## src/rtl/mul_pow2_seq.sv

```systemverilog
// rtl/mul_pow2_seq.sv - iterative signed x*2^y, one left shift per clock, ready/valid/ack handshake
// Define MUL_POW2_SATURATE_EN to saturate on overflow; otherwise the result wraps.
module mul_pow2_seq #(
    parameter int W  = 8,
    parameter int SW = 3
) (
    input  logic          clk_i,
    input  logic          rst_i,
    input  logic          start_i,
    input  logic [W-1:0]  x_i,
    input  logic [SW-1:0] y_i,
    output logic          ready_o,
    output logic          valid_o,
    input  logic          ack_i,
    output logic [W-1:0]  result_o,
    output logic          overflow_o
);

    localparam logic [1:0] IDLE  = 2'd0;
    localparam logic [1:0] SHIFT = 2'd1;
    localparam logic [1:0] DONE  = 2'd2;

    logic [1:0]    state;
    logic [W-1:0]  acc;
    logic [SW-1:0] cnt;
    logic          ovf;
    logic [W-1:0]  result_q;
    logic          overflow_q;
    logic          step_ovf;
    logic [W-1:0]  shifted;
    logic [W-1:0]  final_val;

    // Doubling overflows exactly when the two top bits disagree before the shift.
    assign step_ovf = ovf | (acc[W-1] ^ acc[W-2]);
    assign shifted  = {acc[W-2:0], 1'b0};

`ifdef MUL_POW2_SATURATE_EN
    logic neg;
    assign final_val = step_ovf ? (neg ? {1'b1, {(W-1){1'b0}}} : {1'b0, {(W-1){1'b1}}})
                                : shifted;
`else
    assign final_val = shifted;
`endif

    always_ff @(posedge clk_i or posedge rst_i) begin
        if (rst_i) begin
            state      <= IDLE;
            acc        <= '0;
            cnt        <= '0;
            ovf        <= 1'b0;
            result_q   <= '0;
            overflow_q <= 1'b0;
`ifdef MUL_POW2_SATURATE_EN
            neg        <= 1'b0;
`endif
        end else begin
            case (state)
                IDLE: begin
                    if (start_i) begin
                        acc <= x_i;
                        cnt <= y_i;
                        ovf <= 1'b0;
`ifdef MUL_POW2_SATURATE_EN
                        neg <= x_i[W-1];
`endif
                        if (y_i == '0) begin
                            state      <= DONE;
                            result_q   <= x_i;
                            overflow_q <= 1'b0;
                        end else begin
                            state <= SHIFT;
                        end
                    end
                end
                SHIFT: begin
                    acc <= shifted;
                    cnt <= cnt - 1'b1;
                    ovf <= step_ovf;
                    if (cnt == SW'(1)) begin
                        state      <= DONE;
                        result_q   <= final_val;
                        overflow_q <= step_ovf;
                    end
                end
                DONE: begin
                    if (ack_i) begin
                        state <= IDLE;
                    end
                end
                default: state <= IDLE;
            endcase
        end
    end

    assign ready_o    = (state == IDLE);
    assign valid_o    = (state == DONE);
    assign result_o   = result_q;
    assign overflow_o = overflow_q;

endmodule

```

## config.mk

```make
export PLATFORM = sky130hd
export DESIGN_NAME = mul_pow2_seq
export DESIGN_NICKNAME = d
export VERILOG_FILES = /design/src/rtl/mul_pow2_seq.sv
export SDC_FILE = /design/constraint.sdc
export NUM_CORES = 1
export LEC_CHECK = 0
export CAP_MARGIN = 20
export CORE_MARGIN = 4
export CORE_UTILIZATION = 30
export CTS_CLUSTER_DIAMETER = 80
export DETAILED_ROUTE_END_ITERATION = 7
export MAX_ROUTING_LAYER = met4
export PLACE_DENSITY_LB_ADDON = 0.1
export RECOVER_POWER = 50
export SLEW_MARGIN = 20
export SYNTH_ARGS = -nofsm -noshare
export SYNTH_HDL_FRONTEND = slang
export SYNTH_SLANG_ARGS = --single-unit
```

## constraint.sdc

```tcl
create_clock -name clk_i -period 2.38 [get_ports clk_i]
set_input_delay 0.357 -clock clk_i [delete_from_list [all_inputs] [get_ports clk_i]]
set_output_delay 0.357 -clock clk_i [all_outputs]
set_load 0.1 [all_outputs]
```

==> results.yml <==
outcome:
  status: "complete, no violations"
logic_synthesis:
  synth_edf_count: 0
  synth_cells: 118
  synth_nets: 135
  ys_seq_area_frac: 0.4733
  synth.avg_cell_area_um2: 10.31
  async_flop_share: 1.000
  ys_seq_elements: 23
  synth_top_family_by_area: "compound AO/OA/AOI/OAI gates"
  synth_top_flop_cell: "dfrtp_1"
  synthDistinctLibCells: 36
  synth-simple-area-share: 0.1883
  synthMuxAreaShare: 0
  yosys.area_share.adder: 0.02058
  synth-compound-area-share: 0.2479
  netlist_area_mm2: 0.001216
  synth_xor_area_frac: 0.007202
  yosysWarnings: 0
layout:
  final_cell_mix: "23 x dfrtp_1, 13 x clkdlybuf4s50_1, 11 x nand2_1, 11 x a21oi_1, 10 x o21ai_0"
  multiInputGateArea_um2: 566.8
  final_core_util: 0.4065
  nets: 163
  final-seq-area_um2: 575.6
  nFillCells: 396
  drive_gt1_frac: 0.1379
  syn_to_final_growth_pct: 26.95
  stdcell_area_mm2: 0.001544
  antenna_cells: 0
  final_common_cell: "dfrtp_1"
drt:
  vias: 955
  via_per_inst: 4.948
  wl_per_cell_um: 15.39
  drcViolationCount: 0
  drtIter0Drc: 22
  dr.pass1.iters: 5
  wl_um: 2971
  ant_nets: 0
place:
  dp_hpwl_um: 2042
  io_buffers: 25
  globalplace.congestion: 0.7215
  placed_area_mm2: 0.001521
  place_ws_ns: 0.4590
critical_path:
  cp-endpoint: "valid_o"
  rr_startpoint: "state[1]$_DFFE_PP0P_"
  r2r_cells: 3
  r2r-end: "result_o[7]$_DFFE_PP0P_"
  critPathLaunchType: "flop"
  endpoint_kind: "primary output"
  arrival_ns: 1.53
  r2r_setup_slack_ns: 0.69
  crit_type: "flop to primary output"
  worst_ep_required_time_ns: 2.02
  cp-startpoint: "state[1]$_DFFE_PP0P_"
  critical_path.max_fanout: 19
clock_tree:
  root_buffer: "clkbuf_8"
  h-tree-depth: 1
  cts_buffer_depth: 2
  cts_hold_buffers: 0
  clk_pin_slew_ns: 0.09
  cts.sinks: 23
  cts_buffers: 3
  post_cts_buffers: 0
  clock_latency_ns: 0.26
  cts_tree: "done"
  cts_resized: 0
floorplanning:
  die-area_mm2: 0.005137
  die_h_um: 71.67
  num_rows: 22
  die_w_um: 71.67
  start_util: 0.3202
  ios: 26
  core-area_mm2: 0.003799
sta:
  relSlewSlack: 0.1324
  setup_tns_ns: 0
  setup_violations: 0
  fin_skew_ns: 0.001742
  drv_slew: 0
  period_needed_ns: 1.886
  rsz0062_at_grt: "false"
  layout_worst_path_cycle_share: 0.7922
  hold_violations: 0
  fin_ws_ns: 0.4945
  max_freq_mhz: 530.3
  worst_slew_pin_slew_ns: 1.301
grt:
  grt_start_max_net_pins: 24
  grtUsageTotal: 0.1241
  grt-ovfl-total: 0
  grt_pass1_wl_um: 4899
  grt_pass1_vias: 958
  antenna_found_initial: 0
min_path:
  whs_path_depth: 2
  hp-class: "flop to flop"
run:
  cap_violations: 0
[worst min path at each step]
stage	slack [ns]	endpoint	startpoint
finish	0.50	ovf$_DFFE_PP0P_	ovf$_DFFE_PP0P_
detailed placement	0.48	ovf$_DFFE_PP0P_	ovf$_DFFE_PP0P_
CTS	0.45	overflow_o$_DFFE_PP0P_	rst_i
global placement	0.48	ovf$_DFFE_PP0P_	ovf$_DFFE_PP0P_
global route	0.55	ovf$_DFFE_PP0P_	ovf$_DFFE_PP0P_
floorplan	0.36	acc[0]$_DFFE_PP0P_	rst_i
[logic make-up (layout without fill, tap and decap cells)]
| group | after synthesis | in the layout |
|---|---|---|
| XOR/XNOR | 1 | 1 |
| adder cells (fa/ha/maj) | 2 | 2 |
| AO/OA/AOI/OAI | 42 | 42 |
| flip-flops | 23 | 23 |
| AND/OR/NAND/NOR | 34 | 34 |
| buffers and inverters | 16 | 43 |
[worst max-delay path: stages (launching register included)]
cell,delay [ns]
dfrtp_1,0.74
nor2b_2,0.32
buf_12,0.20
[layout make-up]
| type | count | area share |
|---|---|---|
| multi-input combinational | 79 | 0.3671 |
| sequential | 23 | 0.3728 |
| clock buffer | 4 | 0.02917 |
| inverter | 9 | 0.02188 |
| timing repair buffer | 30 | 0.1702 |
| tap | 48 | 0.03890 |
[per-layer routing]
| metal | part of all wire | track usage | vias to the layer above |
|---|---|---|---|
| li1 | - | - | 478 |
| met1 | 0.48 | 0.1617 | 455 |
| met2 | 0.47 | 0.1939 | 20 |
| met3 | 0.045 | 0.02525 | 2 |
| met4 | 0.0034 | 0.03758 | 0 |
| met5 | 0 | - | - |
[registers in the layout (all words and copies together) (netlist names)]
| name | cells |
|---|---|
| acc | 8 |
| result_o | 8 |
| cnt | 3 |
| state | 2 |
| overflow_o | 1 |
| ovf | 1 |
[Yosys cell counts (all sizes together) (2+ instances only)]
cell type   n  area, um2
nor2b       2      12.51
and3b       4      35.03
a21o        2      22.52
nand2      12      47.55
dfrtp      23      575.6
ha          2      25.02
inv         9      33.78
a21oi      11      55.05
or2b        3      22.52
a22oi       3      22.52
o21ai      10      50.05
nand2b      6      37.54
buf         6      38.79
o221a       7      78.83
[through the flow]
step | hold WS (ns) | instances
after floorplan | 0.3589 | 118
final | 0.5001 | 193
after detailed placement | 0.4840 | 189
after global routing | 0.5472 | 193
after CTS | 0.4472 | 193
after global placement | 0.4845 | 189
Power is not shown: default switching activity piles up to over one toggle a cycle in this logic, so the estimate is an artifact.
